===== src/rtl/horner_poly_solver.sv =====
// Signed polynomial evaluator using Horner's method, one multiply-accumulate per clock.
// Coefficients live in a small register file; results use a start/ready/valid handshake.
module horner_poly_solver #(
    parameter int XW     = 8,
    parameter int DW     = 16,
    parameter int DEGREE = 2,
    parameter int AW     = 3
) (
    input  logic          clock,
    input  logic          reset,
    input  logic          start,
    input  logic [XW-1:0] x,
    input  logic          coef_we,
    input  logic [AW-1:0] coef_addr,
    input  logic [DW-1:0] coef_data,
    output logic [DW-1:0] result,
    output logic          overflow,
    output logic          ready,
    output logic          valid
);

    localparam logic [1:0] IDLE = 2'd0;
    localparam logic [1:0] RUN  = 2'd1;
    localparam logic [1:0] DONE = 2'd2;

    localparam int FW = DW + XW + 1;
    localparam logic [AW-1:0] LAST  = AW'(DEGREE);
    localparam logic [AW-1:0] FIRST = AW'(DEGREE - 1);

    logic [1:0]              state;
    logic [AW-1:0]           cnt;
    logic signed [XW-1:0]    x_reg;
    logic signed [DW-1:0]    acc;
    logic signed [DW-1:0]    coef [2**AW];
    logic signed [FW-1:0]    full;
    logic                    step_ovf;

    // Entries above DEGREE are never written and stay zero.
    always_comb begin
        full     = FW'(acc) * FW'(x_reg) + FW'(coef[cnt]);
        step_ovf = full[FW-1:DW-1] != {(XW+2){full[DW-1]}};
    end

    always_ff @(posedge clock) begin
        if (reset) begin
            state    <= IDLE;
            cnt      <= '0;
            x_reg    <= '0;
            acc      <= '0;
            overflow <= 1'b0;
            // NOTE: the coefficient file is a handful of flops, not a RAM, so clearing it in reset is cheap and makes post-reset results defined.
            for (int i = 0; i < 2**AW; i++) coef[i] <= '0;
        end else begin
            if (coef_we && state != RUN && coef_addr <= LAST)
                coef[coef_addr] <= coef_data;

            case (state)
                IDLE, DONE: begin
                    if (start) begin
                        // NOTE: non-blocking reads give the pre-edge c[DEGREE], so a same-edge write does not leak into this run.
                        state    <= RUN;
                        x_reg    <= x;
                        acc      <= coef[LAST];
                        cnt      <= FIRST;
                        overflow <= 1'b0;
                    end
                end
                RUN: begin
                    acc <= full[DW-1:0];
                    if (step_ovf) overflow <= 1'b1;
                    if (cnt == '0) state <= DONE;
                    else           cnt   <= cnt - AW'(1);
                end
                default: state <= IDLE;
            endcase
        end
    end

    assign result = acc;
    assign ready  = (state != RUN);
    assign valid  = (state == DONE);

endmodule


===== config.mk =====
export PLATFORM = sky130hd
export DESIGN_NAME = horner_poly_solver
export DESIGN_NICKNAME = d
export VERILOG_FILES = /design/src/rtl/horner_poly_solver.sv
export SDC_FILE = /design/constraint.sdc
export NUM_CORES = 1
export LEC_CHECK = 0
export ABC_AREA = 0
export CAP_MARGIN = 5
export CELL_PAD_IN_SITES_DETAIL_PLACEMENT = 0
export CELL_PAD_IN_SITES_GLOBAL_PLACEMENT = 1
export CORE_MARGIN = 2
export CORE_UTILIZATION = 35
export DETAILED_ROUTE_END_ITERATION = 12
export HOLD_SLACK_MARGIN = 0.12
export MAX_ROUTING_LAYER = met4
export PLACE_DENSITY = 0.71
export SETUP_SLACK_MARGIN = 0.1
export SYNTH_ARGS = -nofsm -noshare
export SYNTH_HDL_FRONTEND = slang
export SYNTH_SLANG_ARGS = --single-unit

===== constraint.sdc =====
create_clock -name clock -period 17.25 [get_ports clock]
set_clock_uncertainty 0.1 [all_clocks]
set_input_delay 1.725 -clock clock [delete_from_list [all_inputs] [get_ports clock]]
set_output_delay 1.725 -clock clock [all_outputs]
set_load 0.03 [all_outputs]

==> qor.yml <==
detailed_routing:
  detail_route.wl_per_cell_um: 16.6
  wl_um: 25200
  dr.pass1.iters: 6
  drt_iter0_markers: 400
  postRouteAntennaNets: 0
  post_drt_via_cell_ratio: 4.71
  num_vias: 7143
  drc: 0
sta:
  relSlewSlack_pct: 32.2
  hold_violations: 0
  fin_ws_ps: 10580
  setup_viol: 0
  max_freq_ghz: 0.150
  fin_tns_setup_ps: 0
  grt_setup_unrepaired: "no"
  finalCritPeriodShare_pct: 38.7
  tightest_slew_ps: 1020
  finalMaxSlewViolations: 0
  finalCriticalPeriod_ps: 6670
global_routing:
  grt_start_max_net_pins: 64
  grt_pass1_vias: 7464
  grt_overflow: 0
  grt.total_usage_pct: 16.1
  grt_first_pass_wirelength_um: 40800
  antenna_found_initial: 0
final_layout:
  final_cell_mix: "edfxtp_1, fa_1, nand2_1"
  nFillCells: 3144
  layout-drive-gt1-share_pct: 8.10
  instances_no_fill: 1516
  area_delta_synth_final_pct: 16.2
  antenna_cells: 0
  final_common_cell: "edfxtp_1"
  final_area_um2: 13300
  largest_reg_flops: 128
  fin_nets: 1270
synth:
  yosys.area.top_type: "edfxtp_1"
  ys_top_cells_by_area: "edfxtp_1, fa_1, mux4_2"
  ys_warn_count: 0
  syn_area_um2: 11500
  synth_edf_count: 128
  avgSynthCellArea_um2: 12.0
  ys.flop_type: "edfxtp_1"
  synth_cell_types: 54
  yosys_register_bits: 161
  syn_inst: 955
  synthArstFlopShare_pct: 0
  netlist.area_leader.share_pct: 33.6
  seq_area_frac_synth_pct: 39.3
critical_path:
  cp-end-kind: "flip-flop"
  cp-start-kind: "flip-flop"
  path_class: "flip-flop to flip-flop"
  crit_end: "overflow"
  cp.required_ps: 17470
  worstPathMaxFanout: 32
  r2r_cells: 21
  r2r_slack_ps: 10580
  r2r_end: "overflow"
  arrival_ps: 6900
floorplanning:
  core_um2: 32400
  fp.dieH_um: 185
  num_rows: 66
  io_pins: 50
  start_util_pct: 35.4
  die_w_um: 185
  die_area_um2: 34200
placed_design:
  place_area_um2: 12700
  io_buffers: 49
  placed_cells: 1484
  gp_congestion: 0.842
  place_hpwl_um: 18900
  preCtsSetupSlack_ps: 10430
cts:
  cts_resized: 0
  cts_sinks: 161
  cts_setup_buffers: 0
  cts_max_level: 4
  numCtsBuffers: 17
  clkTransAtPathRegs_ps: 80
  insertion_delay_ps: 430
  cts_buffer_depth: 2
  postCtsHoldBufs: 0
  tritoncts: "yes"
  cts-root-buf: "clkbuf_16"
pwr:
  power_density_nw_per_um2: 91.0
  peakVddDrop_uv: 54.1
  p_leak_uw: 0.00554
run:
  drv_cap: 0
outcome:
  status: "completed"
min_path:
  min_path_type: "flip-flop to flip-flop"
-- final cells by class --
type / instances / area, µm² / area share [%]
clock inverters: 14 / 191 / 1.44
clock buffers: 18 / 429 / 3.22
well taps: 442 / 553 / 4.15
multi-input cells: 712 / 6660 / 50.0
repair buffers: 58 / 556 / 4.17
inverters: 111 / 417 / 3.13
flip-flops and latches: 161 / 4510 / 33.8
-- Yosys cell counts, types with 3 or more instances --
| cell type | n |
|---|---|
| edfxtp_1 | 128 |
| fa_1 | 122 |
| nand2_1 | 119 |
| inv_1 | 108 |
| and2_1 | 95 |
| ha_1 | 56 |
| clkbuf_1 | 46 |
| nor2_1 | 34 |
| dfxtp_1 | 33 |
| mux4_2 | 32 |
| a21oi_1 | 30 |
| xnor2_1 | 18 |
| mux2i_1 | 14 |
| a311oi_1 | 11 |
| nand2b_1 | 11 |
| a21o_1 | 10 |
| xor2_1 | 7 |
| and3_1 | 6 |
| o21ai_0 | 6 |
| nor3_1 | 5 |
| a22oi_1 | 4 |
| buf_1 | 4 |
| o21a_1 | 4 |
| a31o_1 | 3 |
| mux2_2 | 3 |
| nor4_1 | 3 |
| o211ai_1 | 3 |
| o21ai_1 | 3 |
| or2_1 | 3 |
-- per-layer routing --
layer / routed length [µm] / global-route usage (%)
met5: 0 / -
met4: 327 / 3.87
met3: 1010 / 2.06
met2: 11800 / 25.2
met1: 12100 / 22.3
-- metrics by stage --
| step | total power (µW) | utilization [%] | hold slack, ps |
|---|---|---|---|
| floorplan | 727 | - | 384 |
| global placement | 825 | 39.2 | 421 |
| detailed placement | 828 | 39.2 | 429 |
| CTS | 1230 | 41.1 | 441 |
| global route | 1290 | 41.1 | 466 |
| finish | 1210 | 41.1 | 451 |
-- where the power goes --
part	leakage (µW)	internal, µW	total [µW]	switching, µW
combinational	0.00369	144	342	197
sequential	0.00156	447	474	27.3
clock	0.000298	233	396	163
-- critical path: stages (launching register included) --
cell and delay, ps:
dfxtp_2 310, buf_4 520, mux4_2 590, mux2i_1 320
inv_1 110, fa_1 490, fa_1 510, fa_1 540
inv_1 50, fa_1 470, inv_1 40, ha_1 270
ha_1 380, a21oi_1 230, o21ai_0 120, a31oi_1 260
o21ai_1 150, a221oi_1 310, xnor2_1 140, nor4_1 240
mux2i_1 110, o31a_1 280
-- worst min path at each step --
stage | startpoint | to | slack [ps] | depth (start not counted)
floorplan | x_reg[2] | x_reg[2] | 380 | 2
global placement | cnt[1] | cnt[1] | 420 | 2
detailed placement | cnt[1] | cnt[1] | 430 | 2
CTS | cnt[1] | flip-flop | 440 | 2
global route | cnt[1] | cnt[1] | 470 | 2
finish | cnt[2] | cnt[2] | 450 | 2
-- kinds of logic (layout without fill, tap and decap cells) --
kind of cell	Yosys count	in the layout	share of synthesized area, %
other	1	80	0.0327
adders and majority gates	178	178	27.4
and+or+nand+nor	286	286	12.3
buffers and inverters	161	201	5.28
xor gates and xnor gates	25	25	1.91
DFF	161	161	39.3
AOI/OAI and AO/OA	94	94	5.88
muxes	49	49	7.81
(Power assumes the default switching activity.)
